**src/rtl/bp_fe_pkg.sv**
```systemverilog
// bp_fe_pkg
// Shared front-end types for the branch history table.
//   bp_fe_bht_state_e : BHT sequencing state. The table is swept once after
//                       reset (e_bht_init) before it serves traffic
//                       (e_bht_ready).
package bp_fe_pkg;

  typedef enum logic {
    e_bht_init  = 1'b0,
    e_bht_ready = 1'b1
  } bp_fe_bht_state_e;

endpackage

```
**src/rtl/bp_fe_sat_ctr.sv**
```systemverilog
// bp_fe_sat_ctr
// Combinational saturating up/down counter step.
// Ports:
//   ctr_i   : current counter value
//   taken_i : 1 = count up (branch taken), 0 = count down
//   ctr_o   : next counter value, clamped to [0, 2**ctr_width_p-1]
module bp_fe_sat_ctr #(
  parameter int ctr_width_p = 2
) (
  input  logic [ctr_width_p-1:0] ctr_i,
  input  logic                   taken_i,
  output logic [ctr_width_p-1:0] ctr_o
);

  // Hold at the rails instead of wrapping. Wrapping would turn a strongly
  // taken counter into a strongly not-taken one.
  always_comb begin
    ctr_o = ctr_i;
    if (taken_i) begin
      if (ctr_i != '1) begin
        ctr_o = ctr_i + 1'b1;
      end
    end else begin
      if (ctr_i != '0) begin
        ctr_o = ctr_i - 1'b1;
      end
    end
  end

endmodule

```
**src/rtl/bsg_dff.sv**
```systemverilog
// bsg_dff
// Plain positive-edge register with no reset. It is used for datapath values
// whose validity is tracked by a separate, reset-controlled valid bit.
// Ports:
//   clk_i  : clock
//   data_i : value captured on every rising edge
//   data_o : registered value
module bsg_dff #(
  parameter int width_p = 1
) (
  input  logic               clk_i,
  input  logic [width_p-1:0] data_i,
  output logic [width_p-1:0] data_o
);

  // Capture unconditionally. Consumers qualify the value with their own valid.
  always_ff @(posedge clk_i) begin
    data_o <= data_i;
  end

endmodule

```
**src/rtl/bsg_mem_1r1w.sv**
```systemverilog
// bsg_mem_1r1w
// One-write, one-read register-file memory. The write is synchronous and
// lands at the end of the cycle. The read is asynchronous, so a read address
// presented in a later cycle sees any write committed at an earlier edge.
// Ports:
//   clk_i    : clock
//   w_v_i    : write enable
//   w_addr_i : write address
//   w_data_i : write data
//   r_addr_i : read address
//   r_data_o : read data (combinational from r_addr_i)
module bsg_mem_1r1w #(
  parameter int width_p = 2,
  parameter int els_p   = 512,
  parameter int addr_width_lp = $clog2(els_p)
) (
  input  logic                     clk_i,
  input  logic                     w_v_i,
  input  logic [addr_width_lp-1:0] w_addr_i,
  input  logic [width_p-1:0]       w_data_i,
  input  logic [addr_width_lp-1:0] r_addr_i,
  output logic [width_p-1:0]       r_data_o
);

  logic [width_p-1:0] mem [els_p];

  // No reset on the array. The owner is responsible for sweeping it to a
  // known value before any read result is used.
  always_ff @(posedge clk_i) begin
    if (w_v_i) begin
      mem[w_addr_i] <= w_data_i;
    end
  end

  assign r_data_o = mem[r_addr_i];

endmodule

```
**src/rtl/bp_fe_bht_gshare.sv**
```systemverilog
// bp_fe_bht_gshare
// Gshare branch history table for the FE pc-gen stage. Saturating counters
// are indexed by PC index bits XOR the global history. A prediction appears
// one cycle after its lookup. Resolved-branch updates come from the back end.
// After reset the table is swept to "weakly not taken", one entry per cycle.
// Ports:
//   clk_i, reset_n_i : clock, asynchronous active-low reset
//   ready_o          : table initialised; lookups and updates are honoured
//   r_v_i, r_idx_i   : lookup request and PC index bits
//   predict_v_o      : prediction valid (lookup accepted last cycle)
//   predict_o        : predicted taken
//   predict_ghist_o  : history used to hash that lookup
//   w_v_i            : resolved-branch update
//   w_idx_i          : PC index bits of the resolved branch
//   w_ghist_i        : history returned with the branch
//   w_taken_i        : actual direction
//   w_mispredict_i   : restore speculative history from w_ghist_i/w_taken_i
//   ghist_o          : current speculative global history
module bp_fe_bht_gshare
  import bp_fe_pkg::*;
#(
  parameter int bht_idx_width_p = 9,
  parameter int ghist_width_p   = 8,
  parameter int ctr_width_p     = 2
) (
  input  logic                       clk_i,
  input  logic                       reset_n_i,
  output logic                       ready_o,

  input  logic                       r_v_i,
  input  logic [bht_idx_width_p-1:0] r_idx_i,
  output logic                       predict_v_o,
  output logic                       predict_o,
  output logic [ghist_width_p-1:0]   predict_ghist_o,

  input  logic                       w_v_i,
  input  logic [bht_idx_width_p-1:0] w_idx_i,
  input  logic [ghist_width_p-1:0]   w_ghist_i,
  input  logic                       w_taken_i,
  input  logic                       w_mispredict_i,
  output logic [ghist_width_p-1:0]   ghist_o
);

  localparam int els_lp = 1 << bht_idx_width_p;
  localparam logic [ctr_width_p-1:0] ctr_init_lp = {1'b0, {(ctr_width_p-1){1'b1}}};

  // Shift one outcome into the young end of a history value. The extra bit
  // of the temporary lets this also work for a one-bit history.
  function automatic logic [ghist_width_p-1:0] hist_shift(
    input logic [ghist_width_p-1:0] hist,
    input logic                     bit_in
  );
    logic [ghist_width_p:0] tmp;
    tmp = {hist, bit_in};
    return tmp[ghist_width_p-1:0];
  endfunction

  bp_fe_bht_state_e           state_r, state_n;
  logic [bht_idx_width_p-1:0] init_ptr_r, init_ptr_n;
  logic [ghist_width_p-1:0]   ghist_r, ghist_n;
  logic                       predict_v_r;

  logic                       ready;
  logic                       r_fire, w_fire, restore;
  logic [bht_idx_width_p-1:0] r_hash, w_hash, r_hash_r;
  logic [ghist_width_p-1:0]   r_ghist_r;

  logic                       mem_w_v;
  logic [bht_idx_width_p-1:0] mem_w_addr;
  logic [ctr_width_p-1:0]     mem_w_data;
  logic [ctr_width_p-1:0]     lookup_ctr, update_ctr, update_ctr_next;

  assign ready   = (state_r == e_bht_ready);
  assign ready_o = ready;

  // Traffic is dropped until the sweep completes. Otherwise a counter could
  // be written before it is initialised, or a lookup could read garbage.
  assign r_fire  = ready & r_v_i;
  assign w_fire  = ready & w_v_i;
  assign restore = w_fire & w_mispredict_i;

  // The history is narrower than or equal to the index, so it is
  // zero-extended into the low index bits.
  assign r_hash = r_idx_i ^ bht_idx_width_p'(ghist_r);
  assign w_hash = w_idx_i ^ bht_idx_width_p'(w_ghist_i);

  // State and sweep pointer register. Reset restarts the sweep from entry 0,
  // so entries that were only partly written are overwritten again.
  always_ff @(posedge clk_i or negedge reset_n_i) begin
    if (!reset_n_i) begin
      state_r    <= e_bht_init;
      init_ptr_r <= '0;
    end else begin
      state_r    <= state_n;
      init_ptr_r <= init_ptr_n;
    end
  end

  // Sweep one entry per cycle. The last entry is written in the cycle that
  // leaves e_bht_init. e_bht_ready is held until the next reset.
  always_comb begin
    state_n    = state_r;
    init_ptr_n = init_ptr_r;
    unique case (state_r)
      e_bht_init: begin
        init_ptr_n = init_ptr_r + 1'b1;
        if (init_ptr_r == bht_idx_width_p'(els_lp - 1)) begin
          state_n = e_bht_ready;
        end
      end
      e_bht_ready: begin
        state_n = e_bht_ready;
      end
      default: begin
        state_n = e_bht_init;
      end
    endcase
  end

  // Speculative history. A misprediction restore rebuilds the history from
  // the branch's own snapshot plus its real outcome. It overrides the
  // speculative shift of any prediction that is valid in the same cycle,
  // because that prediction came from the wrong path.
  always_comb begin
    ghist_n = ghist_r;
    if (ready) begin
      if (restore) begin
        ghist_n = hist_shift(w_ghist_i, w_taken_i);
      end else if (predict_v_r) begin
        ghist_n = hist_shift(ghist_r, predict_o);
      end
    end
  end

  // History and prediction-valid registers. Both reset so that all outputs
  // clear as soon as reset asserts.
  always_ff @(posedge clk_i or negedge reset_n_i) begin
    if (!reset_n_i) begin
      ghist_r     <= '0;
      predict_v_r <= 1'b0;
    end else begin
      ghist_r     <= ghist_n;
      predict_v_r <= r_fire;
    end
  end

  assign ghist_o = ghist_r;

  // Read index and the history used to hash it. The prediction is formed
  // in the next cycle from this registered index.
  bsg_dff #(.width_p(bht_idx_width_p)) r_idx_reg (
    .clk_i  (clk_i),
    .data_i (r_hash),
    .data_o (r_hash_r)
  );

  bsg_dff #(.width_p(ghist_width_p)) r_ghist_reg (
    .clk_i  (clk_i),
    .data_i (ghist_r),
    .data_o (r_ghist_r)
  );

  // The single write port is shared between the sweep and branch updates.
  // It is never shared in the same cycle, because updates are blocked until
  // ready.
  always_comb begin
    mem_w_v    = 1'b0;
    mem_w_addr = init_ptr_r;
    mem_w_data = ctr_init_lp;
    if (!ready) begin
      mem_w_v = 1'b1;
    end else if (w_fire) begin
      mem_w_v    = 1'b1;
      mem_w_addr = w_hash;
      mem_w_data = update_ctr_next;
    end
  end

  // The counter array is stored twice, and both copies take every write.
  // One copy serves lookups and the other serves update read-modify-write,
  // so each copy has one read port. Because the read index is registered
  // and the read is asynchronous, an update in cycle N is visible to a
  // lookup issued in cycle N; that is the forwarding for matching hashed
  // indices. An update in N+1 commits only at the end of N+1, so the N+1
  // prediction shows the older value.
  bsg_mem_1r1w #(.width_p(ctr_width_p), .els_p(els_lp)) lookup_bank (
    .clk_i    (clk_i),
    .w_v_i    (mem_w_v),
    .w_addr_i (mem_w_addr),
    .w_data_i (mem_w_data),
    .r_addr_i (r_hash_r),
    .r_data_o (lookup_ctr)
  );

  bsg_mem_1r1w #(.width_p(ctr_width_p), .els_p(els_lp)) update_bank (
    .clk_i    (clk_i),
    .w_v_i    (mem_w_v),
    .w_addr_i (mem_w_addr),
    .w_data_i (mem_w_data),
    .r_addr_i (w_hash),
    .r_data_o (update_ctr)
  );

  bp_fe_sat_ctr #(.ctr_width_p(ctr_width_p)) update_step (
    .ctr_i   (update_ctr),
    .taken_i (w_taken_i),
    .ctr_o   (update_ctr_next)
  );

  // Outputs are gated by the valid bit. The registered index and history
  // have no reset and may hold stale data when no prediction is valid.
  assign predict_v_o     = predict_v_r;
  assign predict_o       = predict_v_r & lookup_ctr[ctr_width_p-1];
  assign predict_ghist_o = predict_v_r ? r_ghist_r : '0;

endmodule

```
**config.mk**
```make
export PLATFORM = sky130hd
export DESIGN_NAME = bp_fe_bht_gshare
export DESIGN_NICKNAME = d
export VERILOG_FILES = /design/src/rtl/bp_fe_pkg.sv /design/src/rtl/bp_fe_sat_ctr.sv /design/src/rtl/bsg_dff.sv /design/src/rtl/bsg_mem_1r1w.sv /design/src/rtl/bp_fe_bht_gshare.sv
export SDC_FILE = /design/constraint.sdc
export NUM_CORES = 2
export LEC_CHECK = 0
export CORE_MARGIN = 2
export CORE_UTILIZATION = 25
export DETAILED_ROUTE_END_ITERATION = 12
export REMOVE_ABC_BUFFERS = 1
export SETUP_SLACK_MARGIN = 0.4
export SYNTH_ARGS = -nofsm -noshare
export SYNTH_HDL_FRONTEND = slang
export SYNTH_SLANG_ARGS = --single-unit
```
**constraint.sdc**
```tcl
create_clock -name clk_i -period 19.5 [get_ports clk_i]
set_input_delay 1.95 -clock clk_i [delete_from_list [all_inputs] [get_ports clk_i]]
set_output_delay 1.95 -clock clk_i [all_outputs]
set_load 0.03 [all_outputs]
```
==> flow_summary.toml <==
[clocking]
cts_sinks = 1060
clock_path_buffers = 3
cts_resized = 0
clk_root_buffer_cell = "clkbuf_16"
htreeDepth = 3
cts_inserted_buffers = 105
hold_buffers = 0
cts.clk_slew.worst_paths_ns = 0.07
clock_latency_ns = 0.71
post_cts_buffers = 0
cts_tree = "done"

[setup_path]
cp-endpoint = "update_bank.mem[452][0]$_DFFE_PP_"
r2r_setup_slack_ns = 13.77
path_common_cell = "buf_12"
startpoint = "w_ghist_i[0]"
startpoint_type = "input pin"
worstSetupEndpointType = "flip-flop"
path_cells = "clkdlybuf4s50_1 -> xor2_4 -> buf_12 -> buf_12 -> nor2_2 -> buf_4 -> a22oi_1 -> nor2_1 -> a311oi_1 -> o22ai_1 -> o32ai_1 -> o311ai_0 -> maj3_1 -> nand2_4 -> buf_12 -> buf_4"
path_class = "input pin to flip-flop"
r2r-end = "update_bank.mem[247][1]$_DFFE_PP_"
worstPathArrival_ns = 9.06
worstPathRequired_ns = 19.89
reg2regPathDepth = 10
slowest_delay_ns = 0.76
r2r-start = "update_bank.mem[73][0]$_DFFE_PP_"
cp_slowest_cell = "buf_4"
cp_max_fo = 259

[final_layout]
multi_input_area_mm2 = 0.0150
layout.nets = 3031
nFillCells = 18700
area_growth_pct = 14.9
final_layout_size_suffix_gt1_frac = 0.208
final-seq-area_mm2 = 0.0316

[die]
io_pins = 51
start_util = 0.252
die-area_mm2 = 0.193
die_w_um = 440
chipHeight_um = 440
core_area_mm2 = 0.188
rows = 159

[logic_synthesis]
yosys_warnings = 0
synth.largest_area_cell = "edfxtp_1"
yosys.cell_types.count = 65
ys_seq_area_frac = 0.666
synth_edf_count = 1024
synth-seq-cells = 1060
synth.area.top_cells = "edfxtp_1 65%, mux4_2 18%, nor2_1 4.5%, nand2_1 2.8%, clkbuf_1 1.1%"
synthArstFlopShare = 0.0179
avgSynthCellArea_um2 = 15.8
synth_cells = 3010
synth_ff_type = "edfxtp_1"
yosys.area.top_type_share = 0.648
mappedNetlistArea_mm2 = 0.0474

[detailed_routing]
vias = 28200
drt-total-wl_um = 139000
drc = 0
ant_nets = 0
drt_iter0_markers = 3304
wl_per_cell_um = 24.9
first_pass_iters = 5
vias_per_cell = 5.06

[status]
status = "complete, no violations"

[timing]
worst_pin_slew_ns = 1.33
relSlewSlack = 0.111
skew_ns = 0.0329
final.setup.tns_ns = 0
fmax_ghz = 0.115
hold_viol_final = 0
fin_ws_ns = 10.83
rsz0062_at_grt = "false"
min_period_over_period = 0.445
setup-violations-final = 0
drv_slew = 0
fin_crit_ns = 8.67

[place]
io_buffers = 50
place_ws_ns = 10.10
hpwl_um = 81300
gp_congestion = 0.847

[power_and_ir_drop]
cellPowerDensity_mw_per_mm2 = 91.1
power_leakage_nw = 16.0
power.total_mw = 4.97
ir_drop_uv = 69.9

[grt]
grt_max_degree = 260
antenna_found_initial = 2
grt_pass1_wl_um = 203000
track_usage = 0.142
gr-total-overflow = 0
grt_pass1_vias = 29100

[min_path]
hp-class = "flip-flop to flip-flop"

[job]
cap_violations = 0
[critical path, delay by kind of cell]
kind            cells  cell delay, ns
buf+inv             6            3.77
compound gates      5            1.18
xor+xnor            1            0.20
fa+ha+maj           1            0.45
simple gates        3            1.04
[worst min path at each step]
stage,from,to,slack [ns],cells past startpoint
2_1_floorplan,init_ptr_r[7]$_DFFE_PN0N_,init_ptr_r[7]$_DFFE_PN0N_,0.46,1
3_3_place_gp,ghist_o[7]$_DFFE_PN0P_,r_ghist_reg.data_o[7]$_DFF_P_,0.44,0
3_5_place_dp,ghist_o[7]$_DFFE_PN0P_,r_ghist_reg.data_o[7]$_DFF_P_,0.43,0
4_1_cts,ghist_o[7]$_DFFE_PN0P_,r_ghist_reg.data_o[7]$_DFF_P_,0.45,0
5_1_grt,ghist_o[7]$_DFFE_PN0P_,r_ghist_reg.data_o[7]$_DFF_P_,0.46,0
6_report,ghist_o[7]$_DFFE_PN0P_,r_ghist_reg.data_o[7]$_DFF_P_,0.45,0
[sequential cells by signal, summed over array words and instances (netlist names), named ones only]
signal,cells
ready_o,1
update_bank.mem,1022
ghist_o,8
r_ghist_reg.data_o,8
predict_v_o,1
init_ptr_r,9
lookup_bank.mem,2
[cell usage in the layout, fill, tap and decap left out, types with 10 or more instances in the layout]
cell type	instances
edfxtp_1	1024
nor2_1	564
mux4_2	371
nand2_1	339
clkbuf_16	107
nand3_1	106
buf_4	51
mux2i_1	50
clkdlybuf4s50_1	50
a31oi_1	27
o21ai_0	25
a32oi_1	24
bufinv_16	21
clkinv_1	20
a22oi_1	19
dfrtp_1	19
clkinv_2	17
nand4_1	16
a21oi_1	15
xor2_1	13
dfxtp_1	13
and2_1	12
nor3_1	11
nand2_2	10
clkbuf_1	10
[Yosys cell counts (6+ instances only)]
cell      number
dfxtp_1       17
buf_2         46
a211oi_1       6
buf_4         11
nand2_1      356
clkbuf_1     144
mux2i_1       50
and2_1        12
nand3_1      106
dfrtp_1       19
a32oi_1       24
buf_1         16
buf_6          8
edfxtp_1    1024
xor2_1        17
a21oi_1       15
a31oi_1       27
and3_1         7
nor2_1       569
o21ai_0       25
nor3_1        11
xnor2_1       13
o31ai_1        7
inv_1          6
nand4_1       16
mux4_2       371
a22oi_1       19
[cell type report]
class	count	area share
Sequential cell	1060	0.579
Multi-Input combinational cell	1717	0.276
Antenna cell	3	0.000138
Clock inverter	76	0.0177
Clock buffer	120	0.0506
Tap cell	2495	0.0573
Timing Repair Buffer	107	0.0184
Inverter	6	0.000413
[routing by layer]
layer | vias up | track usage | share of wire
li1 | 11700 | - | -
met1 | 14800 | 0.181 | 0.39
met2 | 1400 | 0.234 | 0.48
met3 | 287 | 0.0239 | 0.080
met4 | 0 | 0.0678 | 0.051
met5 | - | 0 | 0
[through the flow]
stage | hold slack [ns] | instance area [um2] | util | instances
finish | 0.455 | 54500 | 0.290 | 5584
global route | 0.463 | 54500 | 0.290 | 5582
CTS | 0.453 | 54500 | 0.290 | 5581
detailed placement | 0.433 | 50800 | 0.270 | 5385
global placement | 0.435 | 50800 | 0.270 | 5385
floorplan | 0.463 | 46400 | - | 2783
[kinds of logic after synthesis]
logic type / after synthesis / synth area share
buffers and inverters: 233 / 0.0225
muxes: 427 / 0.188
DFF: 1060 / 0.666
xor gates and xnor gates: 31 / 0.00588
AOI/OAI and AO/OA: 163 / 0.0243
and+or+nand+nor: 1092 / 0.0923
adders and majority gates: 4 / 0.000976
[power by group]
part / switching (mW) / internal, mW / total [mW]
Combinational: 0.203 / 0.103 / 0.307
Clock: 0.896 / 1.29 / 2.19
Sequential: 0.0107 / 2.46 / 2.47
Total: 1.11 / 3.86 / 4.97
(Power assumes the default switching activity.)
